File: config.mk
export PLATFORM = sky130hd
export DESIGN_NAME = seg7_capture_bcd
export DESIGN_NICKNAME = d
export VERILOG_FILES = /design/src/rtl/seg7_capture_bcd_pkg.sv /design/src/rtl/seg7_pattern_decode.sv /design/src/rtl/seg7_capture_bcd.sv
export SDC_FILE = /design/constraint.sdc
export NUM_CORES = 1
export LEC_CHECK = 0
export ABC_CLOCK_PERIOD_IN_PS = 6650
export CAP_MARGIN = 30
export CORE_MARGIN = 3
export CORE_UTILIZATION = 25
export DETAILED_ROUTE_END_ITERATION = 6
export GPL_TIMING_DRIVEN = 0
export SLEW_MARGIN = 10
export SYNTH_ARGS = -nofsm -noshare
export SYNTH_HDL_FRONTEND = slang
export SYNTH_SLANG_ARGS = --single-unit
File: constraint.sdc
create_clock -name clk -period 6.65 [get_ports clk]
set_input_delay 1.6625 -clock clk [delete_from_list [all_inputs] [get_ports clk]]
set_output_delay 1.6625 -clock clk [all_outputs]
set_load 0.1 [all_outputs]
File: src/rtl/seg7_capture_bcd_pkg.sv
// Shared 7-segment constants and decode result type.
// Patterns are written as seg_n[0:6] (a..g), active-low.
package seg7_capture_bcd_pkg;

  localparam logic [6:0] SEG_0     = 7'b0000001;
  localparam logic [6:0] SEG_1     = 7'b1001111;
  localparam logic [6:0] SEG_2     = 7'b0010010;
  localparam logic [6:0] SEG_3     = 7'b0000110;
  localparam logic [6:0] SEG_4     = 7'b1001100;
  localparam logic [6:0] SEG_5     = 7'b0100100;
  localparam logic [6:0] SEG_6     = 7'b0100000;
  localparam logic [6:0] SEG_7     = 7'b0001111;
  localparam logic [6:0] SEG_8     = 7'b0000000;
  localparam logic [6:0] SEG_9     = 7'b0000100;
  localparam logic [6:0] SEG_BLANK = 7'b1111111;

  localparam logic [3:0] BCD_NONE = 4'hF;

  typedef struct packed {
    logic [3:0] bcd;
    logic       blank;
    logic       err;
  } seg7_dec_t;

endpackage

File: src/rtl/seg7_pattern_decode.sv
// Combinational segment pattern to BCD/blank/err decode.
// SEG7_CAPTURE_ERR_EN: flag illegal patterns as err, else as blank.
module seg7_pattern_decode
  import seg7_capture_bcd_pkg::*;
(
  input  logic [6:0] pat,
  output seg7_dec_t  dec
);

  always_comb begin
    dec = '{bcd: BCD_NONE, blank: 1'b0, err: 1'b0};
    case (pat)
      SEG_0:     dec.bcd = 4'd0;
      SEG_1:     dec.bcd = 4'd1;
      SEG_2:     dec.bcd = 4'd2;
      SEG_3:     dec.bcd = 4'd3;
      SEG_4:     dec.bcd = 4'd4;
      SEG_5:     dec.bcd = 4'd5;
      SEG_6:     dec.bcd = 4'd6;
      SEG_7:     dec.bcd = 4'd7;
      SEG_8:     dec.bcd = 4'd8;
      SEG_9:     dec.bcd = 4'd9;
      SEG_BLANK: dec.blank = 1'b1;
      default: begin
`ifdef SEG7_CAPTURE_ERR_EN
        dec.err = 1'b1;
`else
        dec.blank = 1'b1;
`endif
      end
    endcase
  end

endmodule

File: src/rtl/seg7_capture_bcd.sv
// Recovers BCD digits from a multiplexed active-low 7-seg bus.
// SEG7_CAPTURE_ERR_EN enables err reporting for illegal patterns.
module seg7_capture_bcd
  import seg7_capture_bcd_pkg::*;
#(
  parameter int DIGITS     = 4,
  parameter int STABLE_CNT = 3
) (
  input  logic                  clk,
  input  logic                  rst,
  input  logic [0:6]            seg_n,
  input  logic [DIGITS-1:0]     dig_en_n,
  output logic [4*DIGITS-1:0]   bcd,
  output logic [DIGITS-1:0]     blank,
  output logic [DIGITS-1:0]     err,
  output logic                  valid,
  output logic                  upd
);

  localparam logic [3:0] SAT = 4'(STABLE_CNT);

  logic [6:0]        seg_q, seg_d;
  logic [DIGITS-1:0] dig_q, dig_d;
  logic [6:0]        cand_q [DIGITS];
  logic [6:0]        cand_d [DIGITS];
  logic [3:0]        cnt_q  [DIGITS];
  logic [3:0]        cnt_d  [DIGITS];
  seg7_dec_t         res_q  [DIGITS];
  seg7_dec_t         res_d  [DIGITS];
  logic [DIGITS-1:0] acc_q, acc_d;
  logic              valid_q, valid_d;
  logic              upd_q, upd_d;

  logic [DIGITS-1:0] strb;
  logic              one_hot;
  logic              hit;
  seg7_dec_t         dec;

  seg7_pattern_decode u_dec (
    .pat (seg_q),
    .dec (dec)
  );

  always_comb begin
    seg_d   = seg_n;
    dig_d   = dig_en_n;
    strb    = ~dig_q;
    one_hot = (strb != '0) &&
              ((strb & (strb - DIGITS'(1))) == '0);
    cand_d  = cand_q;
    cnt_d   = cnt_q;
    res_d   = res_q;
    acc_d   = acc_q;
    upd_d   = 1'b0;
    hit     = 1'b0;
    for (int d = 0; d < DIGITS; d++) begin
      hit = 1'b0;
      if (one_hot && strb[d]) begin
        if (seg_q == cand_q[d]) begin
          if (cnt_q[d] != SAT) begin
            cnt_d[d] = cnt_q[d] + 4'd1;
            hit      = (cnt_d[d] == SAT);
          end
        end else begin
          cand_d[d] = seg_q;
          cnt_d[d]  = 4'd1;
          hit       = (SAT == 4'd1);
        end
      end
      if (hit) begin
        res_d[d] = dec;
        acc_d[d] = 1'b1;
        if (dec != res_q[d]) upd_d = 1'b1;
      end
    end
    valid_d = &acc_d;
  end

  always_ff @(posedge clk) begin
    if (rst) begin
      seg_q   <= SEG_BLANK;
      dig_q   <= '1;
      for (int d = 0; d < DIGITS; d++) begin
        cand_q[d] <= 7'h7F;
        cnt_q[d]  <= 4'd0;
        res_q[d]  <= '{bcd: BCD_NONE,
                       blank: 1'b1,
                       err: 1'b0};
      end
      acc_q   <= '0;
      valid_q <= 1'b0;
      upd_q   <= 1'b0;
    end else begin
      seg_q   <= seg_d;
      dig_q   <= dig_d;
      cand_q  <= cand_d;
      cnt_q   <= cnt_d;
      res_q   <= res_d;
      acc_q   <= acc_d;
      valid_q <= valid_d;
      upd_q   <= upd_d;
    end
  end

  always_comb begin
    for (int d = 0; d < DIGITS; d++) begin
      bcd[4*d +: 4] = res_q[d].bcd;
      blank[d]      = res_q[d].blank;
      err[d]        = res_q[d].err;
    end
  end

  assign valid = valid_q;
  assign upd   = upd_q;

endmodule
-- Word-level counts from Yosys, hierarchy flattened
Cells that the tools add are included.
- output and inout port bits: 26
- register bits: 81
- memory bits (writable): 0
- word-level logic and storage cells: 113
- input bits: 13
- ROM bits: 0
- memories kept: 0
- latch bits: 0
- $lt $le $gt $ge: 0
- equality and inequality tests: 29
- bitwise logic cells: 6
- $add $sub $neg: 5
- shifts and indexed selects: 0
- reductions and logical operators: 18
- muxes and demuxes: 34
- div/mod/pow operators: 0
- multipliers: 0
- operators with widths (kind ; number):
    $pmux W4 S10 ; 1
    $mux W4 ; 8
    $eq A7 B7 Y1 ; 4
    $mux W1 ; 25
    $ne A5 B5 Y1 ; 4
    $add A4 B1 Y4 const B ; 4
    $eq A4 B2 Y1 const B ; 4
    $ne A4 B2 Y1 const B ; 4
    $reduce_and A2 Y1 ; 8
    $eq A7 B3 Y1 const B ; 2
    $eq A7 B6 Y1 const B ; 2
    $eq A7 B7 Y1 const B ; 2
    $reduce_or A10 Y1 ; 1
    $ne A2 B1 Y1 const B ; 4
    $eq A7 B1 Y1 const B ; 1
    $eq A7 B4 Y1 const B ; 1
    $eq A7 B5 Y1 const B ; 1
    $logic_not A7 Y1 ; 1
    $logic_and A1 B1 Y1 ; 5
    $and A4 B4 Y4 ; 1
    $logic_not A4 Y1 ; 1
    $not A1 Y1 ; 4
    $not A4 Y4 ; 1
    $reduce_and A4 Y1 ; 1
    2 further kinds ; 2

-- Depth between registers and ports, before layout
Gate-level depths: netlist of run 1.
- depth in word-level cells: 14
- mapped depth: 11
- depth with buffers taken out: 8

-- By module
A second synthesis of run 1 with hierarchy kept.
- cells, all modules: 502
- area total of the unflattened synthesis: 4458.0 µm²
- by module, submodules not included (module ; area each (µm²) ; cells each ; times used):
    seg7_capture_bcd ; 4247.8 ; 471 ; 1
    seg7_pattern_decode ; 210.2 ; 31 ; 1

-- Worst setup path after synthesis of run 1
OpenSTA, ideal clock, no wires.
- path kind: flip-flop to output port
- start: reg res_q, in the netlist bcd[1]
- end: out bcd[1]
- data arrival time: 1056 ps
- setup slack: 3931 ps
- path buffers: 0
- stages on the path, launching flop included: 1
- cell sequence: dfxtp_1
- RTL lines (item ; line ; RTL):
    start: declaration ; seg7_capture_bcd.sv:28 ; seg7_dec_t res_q [DIGITS];
    start signal: indexed assignment ; seg7_capture_bcd.sv:86 ; res_q[d] <= '{bcd: BCD_NONE,
    start signal: assignment ; seg7_capture_bcd.sv:98 ; res_q <= res_d;
    end: declaration ; seg7_capture_bcd.sv:13 ; output logic [4*DIGITS-1:0] bcd,
No word-level cell between the ends.

-- Worst setup path after layout of run 1
- start: reg res_q, in the netlist bcd[1]
- end: out bcd[1]
No word-level cell between the ends.

==> metrics.txt, run 1 <==
status=finished, final reports clean; Yosys reg bits=81; Syn Std Cell Area=4170 µm²; initial core utilization=25.9%; CTS Buffer Depth=2; commonest non-fill, non-tap cell in the layout=dfxtp_1; drt first-iter violations=225; library cells used by synthesis=62; Detailed Route WL=10000 µm; root buf cell=clkbuf_16; post-DR wirelength/cell=13.5 µm; Clk pin slew, worst setup/hold paths=60 ps; fillers=1669; post-CTS resize count=0; Cells after Synth=471; grt met2 use=17.5%; Inst Count DP=725; Post-Layout Cell Count=742; mux contribution to synthesized area=0.960%; most used routing layer=met2; CP bufs+invs=1; routing usage on met3=2.71%; final hold violations=0; HPWL after detailed placement=7350 µm; Sink Count=81; worst vdd ir=0.120 mV; Comb power frac=9.8%; flop-to-flop setup slack=3920 ps; Post-synth EDFFs=0; worst-path maximum fanout=5; crit path kind=reg -> out; Final setup viols=0; Hold Path Cell Cnt=2; Clock Skews=6.03 ps; Clk pwr share=44.5%; Post-DP Area=4790 µm²; Sw Pwr=280 µW; Hold Buf Count CTS=0; largest net degree at the start of global routing=15; Cell Rows=46; Final period util=55.4%; Inserted Diodes=0; Crit path max-delay family=buffers and inverters; Final Cell Area=5100 µm²; vias in the first global route=3241; Seq/Total Area, Yosys=38.9%; synth-to-layout area growth=22.1%; Critical Path RT=4990 ps; CP peak stage delay=1200 ps; Slew HR=33.6%; Critical Path Start Type=flop; # IOs=39; htree depth=3; clk_lat worst skew=340 ps; CTS Buf Count=9; worst-margin pin slew=994 ps; RSZ-0062 raised after global routing=false; Setup crit start=bcd[1]; remaining antenna violation count=0; layout cells sized above 1=12.4%; synth warn=0; slowest CP cell=clkdlybuf4s50_1; critical-path cell list=clkdlybuf4s50_1; complex-gate fraction of the synthesized area=15.7%; router iterations before antenna repair=4; Synth Area in XOR/XNOR=9.24%; Die W=135 µm; grt met1 use=14.9%; Post-synth ARST share=0%; Placer Congestion=0.779; Vias/cell=4.67; largest family of logic cells by synthesized area=simple AND/OR/NAND/NOR gates; initial antenna violation count=0; syn avg cell area=8.86 µm²; Int Pwr=837 µW; max cap viols=0; sequential share of power=45.7%; global-route wire length before repair=16100 µm; GRT Residual Overflow=0; top_reg_cell synth=dfxtp_1; Synth Area in Adders=2.40%; Setup Buffers After CTS=0; CTS tree=done; total track usage=11.0%; Setup TNS=0 ps; Period minus WS final=3690 ps; WHS=478 ps; fmax=271 MHz; Final nets=542; HP Class=reg -> reg; storage element area=1620 µm²; # DRC=0; core area=16100 µm²; worst setup margin=2960 ps; Switching Share=25.1%; WHS Endpoint=acc_q[3]; die area=18300 µm²; Die Y-Extent=135 µm; Reg-to-Reg End=valid; hold_sp=acc_q[3]; Multi-input gate area=2350 µm²; Leak Pwr=0.00189 µW; Arr. time, crit path=2020 ps; RR Startpoint=seg_q[2]; Setup Slack @ Placement=3320 ps; Port-buffer cells=33; Crit. End Element=output pin; R2R cell count=9; most frequent cells in the layout=dfxtp_1, nand2_1, nor2_1, clkdlybuf4s50_1, xor2_1; Slew Viols, Final=0; Synth Area in Simple Gates=27.7%; Vias=3467; Pwr Density=219 nW/µm²
cell families (layout without fill, tap and decap cells):
kind of cell | Yosys count | in the layout
DFF | 81 | 81
and+or+nand+nor | 208 | 208
AOI/OAI and AO/OA | 86 | 86
xor gates and xnor gates | 44 | 44
muxes | 4 | 4
adders and majority gates | 8 | 8
other | 1 | 4
buffers and inverters | 39 | 91
layout make-up:
| type | count | share of cell area, % |
|---|---|---|
| Tap cell | 216 | 5.30 |
| Inverter | 6 | 0.442 |
| Multi-Input combinational cell | 354 | 46.2 |
| Buffer | 33 | 3.66 |
| Sequential cell | 81 | 31.8 |
| Timing Repair Buffer | 36 | 6.78 |
| Clock inverter | 6 | 1.33 |
| Clock buffer | 10 | 4.49 |
state kept, by name (all words and copies together), names as in the netlist:
register	flops
dig_q	4
bcd	16
cnt_q	16
upd	1
cand_q	28
valid	1
acc_q	4
seg_q	7
blank	4
how the worst max path moves through the flow:
stage	endpoint	depth (start not counted)	slack (ps)
2_1_floorplan	bcd[1]	0	3930
3_3_place_gp	bcd[1]	1	3330
3_5_place_dp	bcd[1]	1	3320
4_1_cts	bcd[1]	1	2950
5_1_grt	bcd[1]	1	2920
6_report	bcd[1]	1	2960
cell usage after synthesis, types with 3 or more instances:
cell / n / share of area, %
nand3_1: 7 / 0.84
a211o_1: 19 / 4.0
buf_6: 3 / 0.81
nand4_1: 5 / 0.75
a21oi_1: 20 / 2.4
mux2i_1: 4 / 0.96
xnor2_1: 20 / 4.2
nand2b_1: 8 / 1.2
ha_1: 8 / 2.4
nand3b_1: 22 / 4.0
or2_2: 11 / 1.6
nor4_1: 5 / 0.75
inv_1: 6 / 0.54
nor3b_1: 5 / 0.90
o21ai_0: 17 / 2.0
nor3_1: 3 / 0.36
clkbuf_1: 16 / 1.4
xor2_1: 24 / 5.0
nor2_1: 36 / 3.2
and3_1: 3 / 0.45
buf_2: 5 / 0.60
a211oi_1: 5 / 0.90
nand4b_1: 9 / 1.9
dfxtp_1: 81 / 39
and2_1: 9 / 1.3
nand2_1: 62 / 5.6
o31ai_1: 3 / 0.54
nor2b_1: 8 / 1.2
buf_4: 9 / 1.6
routing by layer:
metal  routed length, µm  vias to the layer above
met5                   0                        -
met4                 108                        0
met3                 445                        9
met2                4550                       69
met1                4940                     1666
li1                    -                     1723
power groups by stage:
stage	sequential [µW]	clock, µW	combinational [µW]
after floorplan	519	0	81.9
after global placement	521	0	106
after detailed placement	521	0	108
after CTS	510	510	109
after global routing	512	533	120
final	510	497	109
through the flow:
stage / power, µW / util [%]
floorplan: 601 / -
global placement: 626 / 29.7
detailed placement: 630 / 29.8
CTS: 1130 / 31.6
global route: 1160 / 31.6
finish: 1120 / 31.6
worst min-delay path: cells and delay by family, from the launching register on:
| kind | cells | cell delay, ps |
|---|---|---|
| flip-flops | 1 | 310 |
| AND/OR/NAND/NOR | 2 | 140 |
Power figures use the tool's default switching activity.
==> run 2, diff against run 1 <==
- ABC_CLOCK_PERIOD_IN_PS: 6650 -> 3600
- clock period: 6.65 -> 3.6 ns (I/O delays scaled with it)
==> results of run 2 <==
The final DEF is identical to that of run 1. Status: finished, final reports clean.
Among the figures that moved: setup slack after placement 3320 ps -> 927 ps; setup slack after layout 2960 ps -> 677 ps; register-to-register setup slack 3920 ps -> 870 ps; total power 1120 µW -> 2060 µW; worst IR drop on VDD 0.120 mV -> 0.222 mV
==> run 3, diff against run 2 <==
- ABC_CLOCK_PERIOD_IN_PS: 3600 -> 2750
- clock period: 3.6 -> 2.75 ns (I/O delays scaled with it)
==> metrics.txt, run 3 (synthesis gave the netlist of run 1 again) <==
htree depth=3 (unchanged); Port-buffer cells=33 (unchanged); Final period util=95.9%; Period minus WS final=2640 ps; HPWL after detailed placement=7350 µm (unchanged); # IOs=39 (unchanged); Pwr Density=527 nW/µm²; Setup Slack @ Placement=76.8 ps; Die W=135 µm (unchanged); fillers=1664 (-0.30%); Crit path max-delay family=buffers and inverters; synth-to-layout area growth=22.8%; Inst Count DP=725 (unchanged); Clock Skews=5.77 ps (-0.260 ps); Clk pin slew, worst setup/hold paths=60 ps (about the same); Critical Path Start Type=flop; register bank with the most flops=cand_q; Inserted Diodes=0 (unchanged); post-DR wirelength/cell=13.6 µm (+0.60%); most frequent cells in the layout=dfxtp_1, nand2_1, nor2_1, clkdlybuf4s50_1, xor2_1; critical-path cell list=clkdlybuf4s50_1; Slew HR=33.5% (about the same); Largest register FFs=28 (unchanged); CTS tree=done; Setup TNS=0 ps (unchanged); root buf cell=clkbuf_16; Leak Pwr=0.00190 µW (+0.35%); remaining antenna violation count=0 (unchanged); Cell Rows=46 (unchanged); Final setup viols=0 (unchanged); status=finished, final reports clean; Crit. End Element=output pin; Placer Congestion=0.779 (unchanged); final hold violations=0 (unchanged); HP Class=reg -> reg; largest net degree at the start of global routing=15 (unchanged); drt first-iter violations=204 (-9.3%); global-route wire length before repair=16100 µm (unchanged); fmax=379 MHz; worst vdd ir=0.291 mV; die area=18300 µm² (unchanged); Post-Layout Cell Count=743 (+0.13%); CTS Buf Count=9 (unchanged); Detailed Route WL=10100 µm (+0.74%); core area=16100 µm² (unchanged); worst-path maximum fanout=4 (-1); WHS=478 ps (-0.171 ps); clk_lat worst skew=340 ps (about the same); worst setup margin=114 ps; Vias/cell=4.66 (-0.19%); CP bufs+invs=1 (unchanged); layout cells sized above 1=13.1% (+0.74 points); slowest CP cell=clkdlybuf4s50_1; total track usage=11.0% (unchanged); Hold Buf Count CTS=0 (unchanged); Critical Path RT=2060 ps; GRT Residual Overflow=0 (unchanged); Arr. time, crit path=1950 ps (-70 ps); initial antenna violation count=0 (unchanged); vias in the first global route=3241 (unchanged); router iterations before antenna repair=4 (unchanged); CTS Buffer Depth=2 (unchanged); Slew Viols, Final=0 (unchanged); # DRC=0 (unchanged); worst-margin pin slew=994 ps (+0.456 ps); Die Y-Extent=135 µm (unchanged); crit path kind=reg -> out; max cap viols=0 (unchanged); CP peak stage delay=1180 ps (-20 ps); Sink Count=81 (unchanged); commonest non-fill, non-tap cell in the layout=dfxtp_1; initial core utilization=25.9% (unchanged); Final nets=543 (+0.18%); Vias=3465 (-0.058%)
-- run 3: final cells by class --
| cell class | count | area (µm²) | share of cell area, % |
|---|---|---|---|
| clock buffer | 10 | 229 | 4.47 |
| timing repair buffer | 37 | 355 | 6.93 |
| buffer | 33 | 193 | 3.76 |
| tap | 216 | 270 | 5.27 |
| clock inverter | 6 | 67.6 | 1.32 |
| sequential | 81 | 1620 | 31.6 |
| inverter | 6 | 22.5 | 0.439 |
| multi-input combinational | 354 | 2370 | 46.2 |
-- run 3: metal layers --
metal	global-route usage, %	part of all wire (%)	wire [µm]
met4	3.08	1.2	121
met5	0	0	0
met2	17.5	45	4590
met1	14.9	48	4860
met3	2.71	5.4	545
-- run 3: repair_timing --
item                                   CTS  global route
resized for setup                        0             8
setup endpoints to repair                0            10
setup buffers                            0             1
endpoints found under the hold margin    0             0
-- run 3: where the power goes --
| group | total, µW | internal (µW) | switching, µW |
|---|---|---|---|
| clock | 1200 | 707 | 494 |
| combinational | 268 | 111 | 157 |
| sequential | 1230 | 1210 | 25.7 |
-- run 3: per-stage QoR --
stage          util (%)  power (µW)  instance area [µm²]
2_1_floorplan         -        1450                 4180
3_3_place_gp       29.7        1510                 4780
3_5_place_dp       29.8        1520                 4790
4_1_cts            31.6        2730                 5090
5_1_grt            31.8        2820                 5130
6_report           31.8        2700                 5130
-- run 3: worst paths after layout --
| check | from | to | slack [ps] | cells past startpoint |
|---|---|---|---|---|
| hold reg to reg | acc_q[3] | acc_q[3] | 480 | 2 |
| hold / removal | acc_q[3] | acc_q[3] | 480 | 2 |
| setup / recovery | blank[0] | blank[0] | 110 | 1 |
| setup reg to reg | seg_q[1] | valid | 170 | 9 |
